==> src/rtl/fetch_pkg.sv <==
// Shared types and constants for the instruction-fetch front end.
package fetch_pkg;
  localparam int XLEN = 32;
  localparam logic [XLEN-1:0] INSTR_NOP = 32'h0000_0013;

  typedef struct packed {
    logic [XLEN-1:0] pc;
    logic [XLEN-1:0] instr;
    logic            fault;
  } fetch_entry_t;
endpackage

==> src/rtl/fetch_fifo.sv <==
// Small circular buffer of fetch entries with flush; flush may carry a
// simultaneous push, which then becomes the only entry.
module fetch_fifo
  import fetch_pkg::*;
#(
  parameter int DEPTH = 2,
  localparam int AW = $clog2(DEPTH),
  localparam int CW = AW + 1
) (
  input  logic         clk,
  input  logic         rst,
  input  logic         push,
  input  logic         pop,
  input  logic         flush,
  input  fetch_entry_t din,
  output fetch_entry_t head,
  output logic [CW-1:0] count
);
  fetch_entry_t  mem [DEPTH];
  logic [AW-1:0] rd_ptr, wr_ptr, wr_idx;

  assign wr_idx = flush ? '0 : wr_ptr;
  assign head   = mem[rd_ptr];

  always_ff @(posedge clk) begin
    if (!rst) begin
      rd_ptr <= '0;
      wr_ptr <= '0;
      count  <= '0;
    end else if (flush) begin
      rd_ptr <= '0;
      wr_ptr <= AW'(push);
      count  <= CW'(push);
    end else begin
      if (push) wr_ptr <= wr_ptr + 1'b1;
      if (pop)  rd_ptr <= rd_ptr + 1'b1;
      count <= count + CW'(push) - CW'(pop);
    end
  end

  always_ff @(posedge clk) begin
    if (rst && push) mem[wr_idx] <= din;
  end

  // Issue credit upstream must make this unreachable.
  assert property (@(posedge clk) disable iff (!rst)
    !(push && !pop && !flush && count == CW'(DEPTH)));
endmodule

==> src/rtl/fetch_unit.sv <==
// Instruction-fetch front end: PC, credit-based ROM issue, redirect/fault
// handling, and a valid/ready buffered interface toward decode.
module fetch_unit #(
  parameter int              XLEN           = 32,
  parameter int              ROM_ADDR_WIDTH = 8,
  parameter logic [XLEN-1:0] RESET_VECTOR   = '0,
  parameter int              BUF_DEPTH      = 2
) (
  input  logic                      clk,
  input  logic                      rst,
  input  logic                      redirect_valid,
  input  logic [XLEN-1:0]           redirect_pc,
  output logic                      imem_en,
  output logic [ROM_ADDR_WIDTH-1:0] imem_addr,
  input  logic [XLEN-1:0]           imem_rdata,
  output logic                      out_valid,
  input  logic                      out_ready,
  output logic [XLEN-1:0]           out_pc,
  output logic [XLEN-1:0]           out_instr,
  output logic                      out_fault
);
  import fetch_pkg::*;

  localparam int CW = $clog2(BUF_DEPTH) + 1;

  logic [XLEN-1:0] pc, inflight_pc;
  logic            inflight, fault_halt;
  logic [CW-1:0]   count;
  logic [CW:0]     occupancy;
  logic            pop, push, misaligned;
  fetch_entry_t    head, push_entry;

  assign out_valid  = rst & (count != '0);
  assign pop        = out_valid & out_ready;
  assign misaligned = redirect_valid & (redirect_pc[1:0] != 2'b00);

  // Entries held plus the one returning, minus what decode takes now.
  assign occupancy = {1'b0, count} + (CW+1)'(inflight) - (CW+1)'(pop);
  assign imem_en   = rst & ~redirect_valid & ~fault_halt &
                     (occupancy < (CW+1)'(BUF_DEPTH));
  assign imem_addr = pc[ROM_ADDR_WIDTH+1:2];

  // A misaligned redirect injects a fault entry instead of returning data.
  always_comb begin
    push       = 1'b0;
    push_entry = '{pc: inflight_pc, instr: imem_rdata, fault: 1'b0};
    if (rst) begin
      if (redirect_valid) begin
        push       = misaligned;
        push_entry = '{pc: redirect_pc, instr: INSTR_NOP, fault: 1'b1};
      end else begin
        push = inflight;
      end
    end
  end

  always_ff @(posedge clk) begin
    if (!rst) begin
      pc          <= RESET_VECTOR;
      inflight    <= 1'b0;
      inflight_pc <= '0;
      fault_halt  <= 1'b0;
    end else if (redirect_valid) begin
      pc         <= redirect_pc;
      inflight   <= 1'b0;
      fault_halt <= misaligned;
    end else begin
      inflight <= imem_en;
      if (imem_en) begin
        pc          <= pc + XLEN'(4);
        inflight_pc <= pc;
      end
    end
  end

  fetch_fifo #(.DEPTH(BUF_DEPTH)) u_fifo (
    .clk   (clk),
    .rst   (rst),
    .push  (push),
    .pop   (pop),
    .flush (redirect_valid),
    .din   (push_entry),
    .head  (head),
    .count (count)
  );

  assign out_pc    = head.pc;
  assign out_instr = head.instr;
  assign out_fault = out_valid & head.fault;
endmodule

==> config.mk <==
export PLATFORM = sky130hd
export DESIGN_NAME = fetch_unit
export DESIGN_NICKNAME = d
export VERILOG_FILES = /design/src/rtl/fetch_pkg.sv /design/src/rtl/fetch_fifo.sv /design/src/rtl/fetch_unit.sv
export SDC_FILE = /design/constraint.sdc
export NUM_CORES = 1
export LEC_CHECK = 0
export ABC_CLOCK_PERIOD_IN_PS = 13150
export BUFFER_PORTS_ARGS = -buffer_cell sky130_fd_sc_hd__buf_4
export CAP_MARGIN = 20
export CORE_ASPECT_RATIO = 1.1
export CORE_UTILIZATION = 40
export CTS_CLUSTER_DIAMETER = 80
export CTS_CLUSTER_SIZE = 12
export DETAILED_ROUTE_END_ITERATION = 8
export SLEW_MARGIN = 40
export SYNTH_ARGS = -nofsm -noshare
export SYNTH_HDL_FRONTEND = slang
export SYNTH_SLANG_ARGS = --single-unit
==> constraint.sdc <==
create_clock -name clk -period 13.15 [get_ports clk]
set_clock_uncertainty 0.2 [all_clocks]
set_input_delay 0.6575 -clock clk [delete_from_list [all_inputs] [get_ports clk]]
set_output_delay 0.6575 -clock clk [all_outputs]
set_load 0.02 [all_outputs]
* Word level (Yosys, flattened, before mapping)
Memory sizes are Yosys's and may differ from the RTL's. A register that Yosys moved wholly into a read port is not among the register bits.
Cells that the tools add are included.
** Word-level totals
- Logic and storage cells :: 48
- Bits in registers :: 70
- Memories :: 1
- Memory bits (writable) :: 130
- Output and inout port bits :: 75
- Input bits :: 68
** Memories
- u_fifo.mem :: words 2, bits a word 65, read ports 1, clocked after memory_dff 1, wr ports 1, line fetch_fifo.sv:19 : fetch_entry_t mem [DEPTH];
** Operators by class
- Add/subtract/negate cells :: 7
- Order comparisons :: 1
- Reductions and logical operators :: 7
- Bitwise operators :: 10
- Muxes and demuxes :: 14
** Operators by type and width (number)
- two-way mux 65 bit :: 2
- two-way mux 32 bit :: 2
- adder 32 x 3 -> 32 bit, second input constant :: 1
- two-way mux 1 bit :: 10
- nonzero test 2 bit :: 4
- bitwise AND 1 bit :: 7
- adder 2 x 1 -> 3 bit :: 1
- < comparator 3 x 2 -> 1 bit, second input constant :: 1
- NOT 1 bit :: 3
- subtractor 3 x 1 -> 3 bit :: 1
- adder 1 bit, second input constant :: 2
- adder 2 x 1 -> 2 bit :: 1
- AND reduction 2 bit :: 1
- OR reduction 2 bit :: 1
- subtractor 2 x 1 -> 2 bit :: 1
- logical AND 1 bit :: 1

* Longest topological paths before layout
- Depth in word-level cells :: 8
- Mapped depth :: 15
- Mapped depth without buffers :: 13

* Cells and area by module
Synthesis repeated with hierarchy kept, for this count alone.
** Unflattened totals
- Cells, all modules :: 704
- Area, all modules :: 8894.8 sq um
** Modules (own cells, without submodules)
- fetch_fifo :: sequential area each 4003.8 sq um, area an instance 5123.7 sq um, cells an instance 226, instances 1
- fetch_unit :: sequential area each 1321.3 sq um, area an instance 3771.1 sq um, cells an instance 478, instances 1

* Least setup slack after synthesis
Ideal clock, no wire load.
- Path kind :: in2reg
- Start :: in redirect_valid
- End :: mem u_fifo.mem[0][0] (netlist bit), enable pin
- Data arrival time :: 5.391 ns
- Stages on the path :: 3
- Path buffers :: 0
- Slack :: 6.991 ns
- Library setup time :: 0.568 ns
- Required time :: 12.382 ns
- Cell sequence :: inv_1 > o31ai_1 > nor3_1
** Between the ends
- Cells in the longest elaborated chain, start to end :: 6
- Elaborated cells on any way between the ends :: 7
- Classes of those cells :: mux: 5; bitwise: 1; reduce/logical: 1
** Ends and longest elaborated chain
- from (decl) :: line fetch_unit.sv:11 : input logic redirect_valid,
- bitwise AND 1 bit :: line fetch_unit.sv:35 : assign misaligned = redirect_valid & (redirect_pc[1:0] != 2'b00);
- two-way mux 1 bit :: line fetch_unit.sv:48 : if (redirect_valid) begin
- two-way mux 1 bit :: line fetch_unit.sv:47 : if (rst) begin
- logical AND 1 bit :: line fetch_fifo.sv:42 : if (rst && push) mem[wr_idx] <= din;
- two-way mux 1 bit :: line fetch_fifo.sv:42
- two-way mux 1 bit (not written as such) :: line fetch_fifo.sv:42
- to (decl) :: line fetch_fifo.sv:19
Several ways; a longest one is shown, not always the timed one.

* Worst setup path after layout
- Start :: in rst
- End :: out imem_en
** Between the ends
- Cells in the longest elaborated chain, start to end :: 5
- Elaborated cells on any way between the ends :: 7
- Classes of those cells :: add/sub: 1; order compare: 1; bitwise: 5
** Ends and longest elaborated chain
- from (decl) :: line fetch_unit.sv:10 : input logic rst,
- bitwise AND 1 bit :: line fetch_unit.sv:33 : assign out_valid = rst & (count != '0);
- bitwise AND 1 bit :: line fetch_unit.sv:34 : assign pop = out_valid & out_ready;
- via pop :: line fetch_unit.sv:30 : logic pop, push, misaligned;
- subtractor 3 x 1 -> 3 bit :: line fetch_unit.sv:38 : assign occupancy = {1'b0, count} + (CW+1)'(inflight) - (CW+1)'(pop);
- < comparator 3 x 2 -> 1 bit :: line fetch_unit.sv:40 : (occupancy < (CW+1)'(BUF_DEPTH));
- bitwise AND 1 bit :: line fetch_unit.sv:39 : assign imem_en = rst & ~redirect_valid & ~fault_halt &
- to (decl) :: line fetch_unit.sv:13 : output logic imem_en,
The timed path passes the listed nets, and every way through them passes these cells.

==> flow_summary_export.csv <==
group,metric,value,unit
pwr,seqPwrFrac,0.514,
clocking,cts_buffers,20,
pwr,sw_frac_of_total,0.236,
routing,drt_iter0_drc,299,
pwr,p_comb_frac,0.112,
die,num_io_pins,143,
sta,worst_pin_slew,900,ps
sta,rsz0062_at_grt,"false",
critical_path,cp.arrival,3890,ps
pwr,p_per_area,133,nW/µm²
clocking,cts_root_buf,"clkbuf_16",
routing,viasPerCell,5.13,
yosys,ys_async_sr_fraction,0,
yosys,synth_area,8680,µm²
clocking,clk_pin_slew_worst_paths,60,ps
sta,fin_crit_sh,0.361,
die,start_util,0.407,
grt,overflow,0,
routing,wl_per_cell,17.1,µm
placement,numPortBuffers,142,
placement,finalWeightedCongestion,0.790,
yosys,yosys_warnings,0,
sta,relSlewSlack,0.393,
sta,tns,0,ps
layout,final_area,10500,µm²
clocking,cts_setup_buffers,0,
grt,antenna_found_initial,0,
yosys,synth-main-ff-cell,"edfxtp_1",
critical_path,cp.required,12290,ps
layout,n_antenna_cell,0,
placement,hpwl,12.6,mm
layout,fin_nets,898,
clocking,ctsHtreeMaxLevel,1,
sta,max_freq,211,MHz
clocking,clockBufferDepth,3,
critical_path,worst-path-max-fanout,63,
pwr,p_sw,0.000330,W
yosys,ys_ff_latch,201,
grt,grt_start_max_net_pins,67,
pwr,clkPwrFrac,0.374,
clocking,cts_hold_buf,0,
sta,finalCriticalPeriod,4740,ps
grt,grt_pass1_vias,5872,
clocking,tritoncts,"built",
routing,dr.pass1.iters,5,
die,die_w,142,µm
grt,grt_use_total,0.170,
pwr,ir_drop,0.0901,mV
critical_path,worstSetupEndpointType,"primary output",
sta,setup_violations,0,
yosys,synth_top_area_share,0.450,
pwr,cellLeakagePower,3.87,nW
layout,post-route-util,0.494,
critical_path,start_kind,"input pin",
placement,placed_area,9940,µm²
clocking,ctsResizeCount,0,
yosys,synth_area_leaders,"edfxtp_1, dfxtp_1, mux2_2",
clocking,clock_sinks,201,
outcome,run_status,"complete, no violations",
die,fp-row-count,56,
routing,drc,0,
yosys,synth_edf_count,130,
routing,wl,19.4,mm
clocking,clkLatencyLatePin,490,ps
grt,grt_pass1_wl,30.0,mm
yosys,syn_area_per_cell,12.4,µm²
yosys,yosysSeqAreaShare,0.614,
layout,post_route_cells_drive_above_1_share,0.341,
routing,antenna_left,0,
job,drv_cap,0,
die,design.core.area,21300,µm²
yosys,synthesis.nets,775,
yosys,yosysUniqueCellTypes,52,
critical_path,critPathKind,"input pin to primary output",
hold_path,min_path_type,"input pin to flop",
die,die_h,156,µm
pwr,p_int,0.00107,W
layout,area_growth_syn_to_layout,21.3,%
routing,vias,5792,
die,die-area,22300,µm²
yosys,syn_inst,702,
yosys,synth_top_area_cell,"edfxtp_1",
sta,finalHoldViolations,0,
sta,slew_viol_final,0,
## critical path, stage by stage
cell and delay [ps]:
buf_4 160, inv_4 450, a21oi_1 150, and2_1 230, ha_1 270, inv_1 70, nand2_1 70, fa_1 520
and4bb_1 270, nand2_2 80, inv_2 600, buf_4 270
## per-layer routing
layer	global-route usage	part of all wire	up-vias	routed length, µm
met5	0	0	-	0
met4	0.0497	0.015	0	294
met3	0.0355	0.061	25	1170
met2	0.290	0.49	163	9400
met1	0.218	0.44	2819	8480
li1	-	-	2785	-
## power by group through the flow
stage | clock (W) | combinational, W | sequential [W]
after floorplan | 0 | 0.000100 | 0.000727
after global placement | 0 | 0.000154 | 0.000730
after detailed placement | 0 | 0.000158 | 0.000731
after CTS | 0.000538 | 0.000159 | 0.000718
after global routing | 0.000564 | 0.000169 | 0.000720
final | 0.000523 | 0.000156 | 0.000718
## cells in the mapped netlist (7+ instances only)
library cell,instances
dfxtp_1,71
edfxtp_1,130
o22ai_1,9
nand2_1,93
mux2_2,99
nor2_1,30
o21ai_0,9
a21oi_1,50
nand3_1,13
clkbuf_1,24
and3_1,7
xor2_1,10
and2_1,38
nand4_1,12
buf_4,12
buf_2,8
a31oi_1,10
inv_1,11
## worst paths after layout
check	from	end	slack, ps	cells after the start
min	redirect_pc[2]	pc[2]	240	3
max	rst	imem_en	8410	12
max reg2reg	u_fifo.count[1]	pc[26]	9400	13
min reg2reg	inflight_pc[17]	inflight_pc[17]	250	2
## state kept, by name (all words and copies together), names as in the netlist, named ones only
register       cells
u_fifo.rd_ptr      1
pc                32
u_fifo.mem       130
fault_halt         1
inflight           1
u_fifo.wr_ptr      1
inflight_pc       32
u_fifo.count       2
## logic make-up (layout without fill, tap and decap cells)
logic type / Yosys count / count (layout) / share of synthesized area
DFF: 201 / 201 / 0.614
AOI/OAI and AO/OA: 103 / 103 / 0.0719
muxes: 102 / 102 / 0.132
buffers and inverters: 61 / 198 / 0.0339
and+or+nand+nor: 216 / 216 / 0.126
adders and majority gates: 5 / 5 / 0.00807
xor gates and xnor gates: 14 / 14 / 0.0141
## metrics by stage
step / cells / hold slack [ps] / power [W] / setup slack (ps)
floorplan: 702 / 231 / 0.000827 / 6990
global placement: 1091 / 241 / 0.000884 / 8270
detailed placement: 1093 / 243 / 0.000889 / 8420
CTS: 1129 / 225 / 0.00141 / 8420
global route: 1129 / 237 / 0.00145 / 8210
finish: 1129 / 239 / 0.00140 / 8410
## area by class of cell
cell class,count,area (µm²)
Clock buffer,35,578
Inverter,13,51.3
Sequential cell,201,5330
Tap cell,290,363
Multi-Input combinational cell,440,3070
Fill cell,1952,10800
Timing Repair Buffer,149,1130
Clock inverter,1,5.00
## placed cells by master (no fill, tap or decap), drive strengths merged, types with 4 or more instances in the layout
| master | count |
|---|---|
| edfxtp | 130 |
| and2 | 38 |
| o21ai | 9 |
| and3 | 7 |
| a31oi | 10 |
| nand3 | 15 |
| ha | 4 |
| xor2 | 10 |
| mux2 | 99 |
| buf | 149 |
| nor2 | 31 |
| xnor2 | 4 |
| o22ai | 9 |
| nand4 | 13 |
| nor2b | 4 |
| clkbuf | 35 |
| a21oi | 50 |
| dfxtp | 71 |
| nand2 | 94 |
| inv | 13 |
Note: power is estimated with default switching activity, not from simulation.
